File: config.mk
export PLATFORM = sky130hd
export DESIGN_NAME = muldiv_unit
export DESIGN_NICKNAME = d
export VERILOG_FILES = /design/src/rtl/muldiv_unit.sv
export SDC_FILE = /design/constraint.sdc
export NUM_CORES = 1
export LEC_CHECK = 0
export ABC_AREA = 1
export CAP_MARGIN = 0
export CORE_UTILIZATION = 41
export CTS_CLUSTER_SIZE = 10
export DETAILED_ROUTE_END_ITERATION = 16
export PLACE_DENSITY = 0.58
export SYNTH_ARGS = -nofsm -noshare
export SYNTH_HDL_FRONTEND = slang
export SYNTH_SLANG_ARGS = --single-unit
File: constraint.sdc
create_clock -name clk -period 7.12 [get_ports clk]
set_input_delay 1.424 -clock clk [delete_from_list [all_inputs] [get_ports clk]]
set_output_delay 1.424 -clock clk [all_outputs]
set_load 0.01 [all_outputs]
File: src/rtl/muldiv_unit.sv
// Iterative RV32M multiply/divide engine: shift-add multiply, restoring divide,
// one bit per cycle, with a single-cycle path for RISC-V divide special cases.
module muldiv_unit #(
  parameter  int unsigned DATA_WIDTH = 32,
  localparam int unsigned CNT_WIDTH  = $clog2(DATA_WIDTH) + 1
) (
  input  logic                  clk,
  input  logic                  rst,
  input  logic                  start,
  input  logic [2:0]            funct3,
  input  logic [DATA_WIDTH-1:0] op_a,
  input  logic [DATA_WIDTH-1:0] op_b,
  input  logic                  flush,
  output logic                  busy,
  output logic                  done,
  output logic [DATA_WIDTH-1:0] result
);

  localparam int unsigned W = DATA_WIDTH;
  localparam logic [W-1:0] MOST_NEG = {1'b1, {(W-1){1'b0}}};
  localparam logic [CNT_WIDTH-1:0] LAST_ITER = CNT_WIDTH'(W - 1);

  typedef enum logic [1:0] {IDLE, CALC, DONE} state_t;

  state_t               state;
  logic [2:0]           op;
  logic [CNT_WIDTH-1:0] cnt;
  logic [W-1:0]         mcand;
  logic [2*W-1:0]       acc;
  logic [W:0]           rem;
  logic [W-1:0]         quot;
  logic                 neg_res;
  logic                 neg_rem;

  logic           is_div, a_signed, b_signed, a_neg, b_neg;
  logic [W-1:0]   a_mag, b_mag;
  logic           div_zero, div_ovf, fast;
  logic [W-1:0]   fast_res;

  always_comb begin
    is_div   = funct3[2];
    a_signed = funct3[2] ? ~funct3[0] : (funct3[1:0] != 2'b11);
    b_signed = funct3[2] ? ~funct3[0] : ~funct3[1];
    a_neg    = a_signed & op_a[W-1];
    b_neg    = b_signed & op_b[W-1];
    a_mag    = a_neg ? (~op_a + 1'b1) : op_a;
    b_mag    = b_neg ? (~op_b + 1'b1) : op_b;
    div_zero = (op_b == '0);
    div_ovf  = ~funct3[0] && (op_a == MOST_NEG) && (op_b == '1);
    fast     = is_div & (div_zero | div_ovf);
    // funct3[1] separates REM/REMU from DIV/DIVU
    if (div_zero) fast_res = funct3[1] ? op_a : '1;
    else          fast_res = funct3[1] ? '0 : op_a;
  end

  logic [W:0]     mul_sum;
  logic [2*W-1:0] acc_step;
  logic [W:0]     rem_shift, rem_diff, rem_step;
  logic [W-1:0]   quot_step;
  logic [2*W-1:0] prod;
  logic [W-1:0]   quot_f, rem_f, calc_res;

  always_comb begin
    mul_sum   = {1'b0, acc[2*W-1:W]} + {1'b0, mcand};
    acc_step  = acc[0] ? {mul_sum, acc[W-1:1]} : {1'b0, acc[2*W-1:1]};
    rem_shift = {rem[W-1:0], quot[W-1]};
    rem_diff  = rem_shift - {1'b0, mcand};
    rem_step  = rem_diff[W] ? rem_shift : rem_diff;
    quot_step = {quot[W-2:0], ~rem_diff[W]};
    // Sign fix-up is applied to the final-iteration values so result lands on the DONE edge
    prod      = neg_res ? (~acc_step + 1'b1) : acc_step;
    quot_f    = neg_res ? (~quot_step + 1'b1) : quot_step;
    rem_f     = neg_rem ? (~rem_step[W-1:0] + 1'b1) : rem_step[W-1:0];
    if (op[2])               calc_res = op[1] ? rem_f : quot_f;
    else if (op[1:0] == 2'b00) calc_res = prod[W-1:0];
    else                     calc_res = prod[2*W-1:W];
  end

  always_ff @(posedge clk or posedge rst) begin
    if (rst) begin
      state   <= IDLE;
      op      <= '0;
      cnt     <= '0;
      mcand   <= '0;
      acc     <= '0;
      rem     <= '0;
      quot    <= '0;
      neg_res <= 1'b0;
      neg_rem <= 1'b0;
      busy    <= 1'b0;
      done    <= 1'b0;
      result  <= '0;
    end else begin
      case (state)
        IDLE, DONE: begin
          if (start && !flush) begin
            op      <= funct3;
            cnt     <= '0;
            mcand   <= is_div ? b_mag : a_mag;
            acc     <= {{W{1'b0}}, b_mag};
            rem     <= '0;
            quot    <= a_mag;
            neg_res <= a_neg ^ b_neg;
            neg_rem <= a_neg;
            if (fast) begin
              state  <= DONE;
              busy   <= 1'b0;
              done   <= 1'b1;
              result <= fast_res;
            end else begin
              state <= CALC;
              busy  <= 1'b1;
              done  <= 1'b0;
            end
          end else begin
            state <= IDLE;
            busy  <= 1'b0;
            done  <= 1'b0;
          end
        end
        CALC: begin
          if (flush) begin
            state <= IDLE;
            busy  <= 1'b0;
            done  <= 1'b0;
          end else begin
            acc  <= acc_step;
            rem  <= rem_step;
            quot <= quot_step;
            if (cnt == LAST_ITER) begin
              state  <= DONE;
              busy   <= 1'b0;
              done   <= 1'b1;
              result <= calc_res;
            end else begin
              cnt <= cnt + 1'b1;
            end
          end
        end
        default: begin
          state <= IDLE;
          busy  <= 1'b0;
          done  <= 1'b0;
        end
      endcase
    end
  end

endmodule

**Yosys cells after proc, flatten, opt, wreduce, memory -nomap -nowiden**

Index checks and enable logic that the tools add are counted.

- Add/sub/neg operators: 8
- Equality and inequality tests: 12
- Multiplexer cells: 49
- Bitwise operators: 13
- Reduce and logical (&&, ||, !) cells: 13

Operator list:

| operator | count |
|---|---|
| $mux 32 | 20 |
| $mux 64 | 4 |
| $pmux 32 s2 | 3 |
| $add 32x1->32 const B | 4 |
| $not 32->32 | 4 |
| $pmux 64 s2 | 1 |
| $add 64x1->64 const B | 1 |
| $eq 32x32->1 const B | 2 |
| $not 64->64 | 1 |
| $add 32x32->33 | 1 |
| $sub 33x32->33 | 1 |
| $logic_not 32->1 | 1 |
| $mux 6 | 3 |
| $ne 2x2->1 const B | 6 |
| $pmux 6 s2 | 1 |
| $mux 1 | 10 |
| $mux 2 | 4 |
| $add 6x1->6 const B | 1 |
| $eq 6x5->1 const B | 1 |
| $reduce_and 5->1 | 1 |
| $logic_not 2->1 | 2 |
| $pmux 1 s2 | 2 |
| $pmux 2 s2 | 1 |
| $reduce_and 4->1 | 1 |
| other kinds (13) | 19 |

- Bits in registers: 207
- Logic and storage cells: 107

**Longest topological paths before layout**

- Depth in word-level cells: 10
- Mapped depth: 35
- Mapped depth without buffers: 33

**Least setup slack after synthesis**

OpenSTA, ideal clock, no wires.

- Path kind: register to register
- Start: register mcand[0]
- End: register result[30]
- Arrival time: 4.121 ns
- Data required time: 7.043 ns
- Path slack: 2.921 ns
- Stages on the path, launching flop included: 35
- Clock period less this slack: 4.199 ns
- Path through: dfrtp_1 -> ha_1 -> fa_1 -> inv_1 -> nand2_1 -> nand2_1 -> nand3_2 -> nand2_4 -> nand2_4 -> nand2_4 -> nand2_4 -> nand2_4 -> nand2_4 -> nand2_4 -> buf_8 -> buf_6 -> ha_1 -> inv_1 -> nor3_1 -> inv_1 -> nor2_1 -> nand2_1 -> nor3_1 -> nand3_1 -> nor2_1 -> nand2_1 -> nor3_2 -> nor2_1 -> nor2_1 -> o21ai_0 -> a21oi_1 -> nor2_1 -> nand2_1 -> nand2_1 -> a21oi_1

- Word-level cells in the longest chain between the ends: 10
- Elaborated cells between the ends (all ways): 20
- Classes of those cells: add/sub (5); mux (11); bitwise (4)

RTL lines:

| element | line | RTL |
|---|---|---|
| from (decl) | 28 | `logic [W-1:0] mcand;` |
| from (signal assigned) | 99 | `mcand <= is_div ? b_mag : a_mag;` |
| $add 32x32->33 / $sub 33x32->33 (equally long branches) | 64, 67 |  |
| $mux 64, or another cell as far along | 65 | `acc_step = acc[0] ? {mul_sum, acc[W-1:1]} : {1'b0, acc[2*W-1:1]};` |
| $not 64->64, or another cell as far along | 71 | `prod = neg_res ? (~acc_step + 1'b1) : acc_step;` |
| $add 64x1->64, or another cell as far along | 71 |  |
| $mux 64, or another cell as far along | 71 |  |
| $mux 32, on equally long branches | 75, 74 |  |
| $mux 32 (*) | 74 | `if (op[2]) calc_res = op[1] ? rem_f : quot_f;` |
| $mux 32 (*) | 130 | `if (cnt == LAST_ITER) begin` |
| $mux 32 (*) | 122 | `if (flush) begin` |
| $pmux 32 s2 (*) | 94 | `case (state)` |
| to (signal assigned) | 109 | `result <= fast_res;` |
| to (signal assigned) | 134 | `result <= calc_res;` |
| to (decl) | 16 | `output logic [DATA_WIDTH-1:0] result` |

Every way passes the cells marked *; elsewhere a longest branch is shown, timed or not. The select of a mux whose other input is x is not followed.
A chain may end at the register's enable or synchronous reset.

**Worst setup path after layout**

Ends and elaborated chain as after synthesis.

==> results.md <==
- Status: completed
- Clock Sinks: 205
- CTS Buf Count: 27
- DR WL/cell: 21.27 µm
- RePlAce Congestion: 1.006
- Netlist cell types: 55
- Worst EP required: 7630 ps
- # rows: 83
- Commonest cells in the netlist: nand2_1, inv_1, nor2_1
- Final Max Slew Viols: 0
- RR Endpoint: result[30]
- Critical path's top delay family: simple AND/OR/NAND/NOR gates
- Hold_buf cts: 0
- Hold path depth: 1
- Post-CTS Resized: 0
- Seq. cell area: 5131 µm²
- CP Capture Type: register
- Post-Syn Area per Cell: 5.879 µm²
- Synth Instances: 3620
- Skew-Pair Late Insertion Delay: 590 ps
- CTS tree: yes
- R2R depth: 32
- Met3 Use GR: 0.04539
- Register bit total from synthesis: 205
- Vias in the first global route: 22120
- WS Path Type: register to register
- M2 GR Usage: 0.5406
- Layout area overhead: 11.22%
- Die Wd: 229.8 µm
- Slowest-stage cell, CP: dfrtp_1
- PD cells: 463.8 nW/µm²
- Clock root buffer: clkbuf_16
- H-tree depth: 1
- P_int: 4.613 mW
- Headroom to the max-slew limit: 0.2059
- Starting Density: 0.4149
- Hold Path Origin: cnt[3]
- All-layer global routing usage: 0.3427
- Startpoint Class: register
- I/O pin count: 105
- Number of max-cap violations: 0
- Share of cells above drive strength 1: 0.03983
- Comb power frac: 0.694
- Layout filler cell count: 5679
- Fin nets: 3791
- Buf+Inv Stages, Crit Path: 3
- Post-CTS setup buffer count: 0
- Worst hold path class: register to register
- Top-count cell post-synth: nand2_1
- CP Max Fanout: 34
- DR DRC count: 0
- Mapped cell area: 21280 µm²
- Register area share after synthesis: 0.2410
- Port bufs: 104
- Reg-to-Reg Start: mcand[0]
- Pin count of the biggest net entering global routing: 101
- ANT cells: 0
- Detailed Route Iter0 Violations: 2919
- Grt total ovfl: 0
- Fin area: 23670 µm²
- Footprint of the multi-input gates: 13600 µm²
- DP Area: 22830 µm²
- WL final: 92460 µm
- Number of synthesized flops with an enable pin: 0
- Least-Margin Pin Slew: 1190 ps
- Core ar.: 51300 µm²
- First-pass GRT wire length: 138600 µm
- Chip height: 229.8 µm
- Crit-path max cell delay: 480 ps
- Cell mode on critical path: nand2_4
- DP HPWL: 72960 µm
- Worst Hold Path EP: cnt[4]
- Sw Pwr: 6.366 mW
- Synth warn: 0
- Setup TNS: 0 ps
- Met1 Use GR: 0.4655
- Fin. Hold Viols: 0
- Switching Share: 0.5798
- Syn Nets: 3764
- DRT antenna net count: 0
- Pre-antenna DRT Iters: 7
- Synth top area cells: dfrtp_1, nand2_1, inv_1
- Reg2reg setup slack: 1830 ps
- Top_reg_cell synth: dfrtp_1
- Via count: 24170
- Period utilization: 0.7428
- Min cycle time layout: 5288 ps
- Vias per inst: 5.562
- Busiest grt layer: met2
- RSZ-0062 raised after global routing: false
- Clock slew at reported path FFs: 60 ps
- Die area: 52820 µm²
- Endpoints failing setup: 0
- Initial antenna violation count: 0
- Max clock buf depth: 3
- Maximum VDD drop: 0.0002308 V
- Clk_skew: 21.67 ps
- Clk network pwr share: 0.125
- Area share of the largest cell type after synthesis: 0.2410
- Area leader, netlist: dfrtp_1
- F_max: 189.1 MHz
- CP Data Arrival Time: 5800 ps
- Async set-reset flop share out of synthesis: 1.000
- Leakage: 11.95 nW
- Sequential share of power: 0.182
sequential cells by signal (all words and copies together), names as in the netlist:
register and count:
state 1, neg_res 1, mcand 32, result 32, neg_rem 1, op 3, quot 32, done 1
acc 64, rem 32, cnt 6
power by group through the flow:
stage	combinational (mW)	clock, mW	sequential, mW
global route	8.40	1.42	2.02
finish	7.62	1.37	1.99
CTS	7.45	1.37	1.98
global placement	7.44	0	2.00
detailed placement	7.41	0	2.00
floorplan	5.32	0	1.83
cells in the final DEF (no fill, tap or decap), types with 45 or more instances in the layout:
cell,synthesis,final
a21oi_1,233,233
clkdlybuf4s50_1,0,104
dfrtp_1,205,204
ha_1,71,71
inv_1,521,516
nand2_1,1084,1083
nand3_1,245,245
nand4_1,61,61
nor2_1,349,345
nor3_1,46,46
o21ai_0,299,299
o22ai_1,45,45
xor2_1,66,66
stage by stage:
| step | worst slack (ps) | utilization | power [mW] | instances | hold WS [ps] |
|---|---|---|---|---|---|
| global placement | 1877 | 0.4450 | 9.435 | 4298 | 473.6 |
| finish | 1832 | 0.4614 | 10.98 | 4346 | 480.8 |
| detailed placement | 1799 | 0.4450 | 9.408 | 4298 | 474.9 |
| floorplan | 100.2 | - | 7.148 | 3620 | 449.3 |
| global route | 1249 | 0.4614 | 11.84 | 4346 | 495.0 |
| CTS | 1896 | 0.4614 | 10.81 | 4346 | 482.6 |
area by class of cell:
cell class / instances / share of cell area
clock buffers: 42 / 0.03261
clock inverters: 6 / 0.002960
inverters: 533 / 0.08494
multi-input cells: 2750 / 0.5746
flip-flops and latches: 205 / 0.2168
well taps: 680 / 0.03594
repair buffers: 130 / 0.05222
cell families (layout without fill, tap and decap cells):
group,count (synthesis),count (layout),synth area share
compound gates,720,720,0.1867
xor+xnor,82,82,0.03374
fa+ha+maj,73,73,0.04362
buf+inv,665,711,0.1210
flops,205,205,0.2410
simple gates,1875,1875,0.3739
layer usage:
metal | up-vias | part of all wire
li1 | 11800 | -
met1 | 11100 | 0.43
met2 | 1092 | 0.44
met3 | 184 | 0.078
met4 | 0 | 0.050
met5 | - | 0
worst register-to-register path, delay by kind of cell, from the launching register on:
| kind | cells | cell delay, ps |
|---|---|---|
| adder cells (fa/ha/maj) | 3 | 970 |
| buffers and inverters | 3 | 280 |
| AO/OA/AOI/OAI | 3 | 370 |
| flip-flops | 1 | 480 |
| AND/OR/NAND/NOR | 23 | 3150 |
how the worst max path moves through the flow:
stage	startpoint	to	slack, ps	depth (start not counted)
floorplan	rst	acc[0]	100	1
global placement	op_a[0]	result[2]	1880	17
detailed placement	op_a[0]	result[2]	1800	17
CTS	mcand[0]	result[30]	1900	32
global route	mcand[0]	result[30]	1250	32
finish	mcand[0]	result[30]	1830	32
Power figures use the tool's default switching activity.
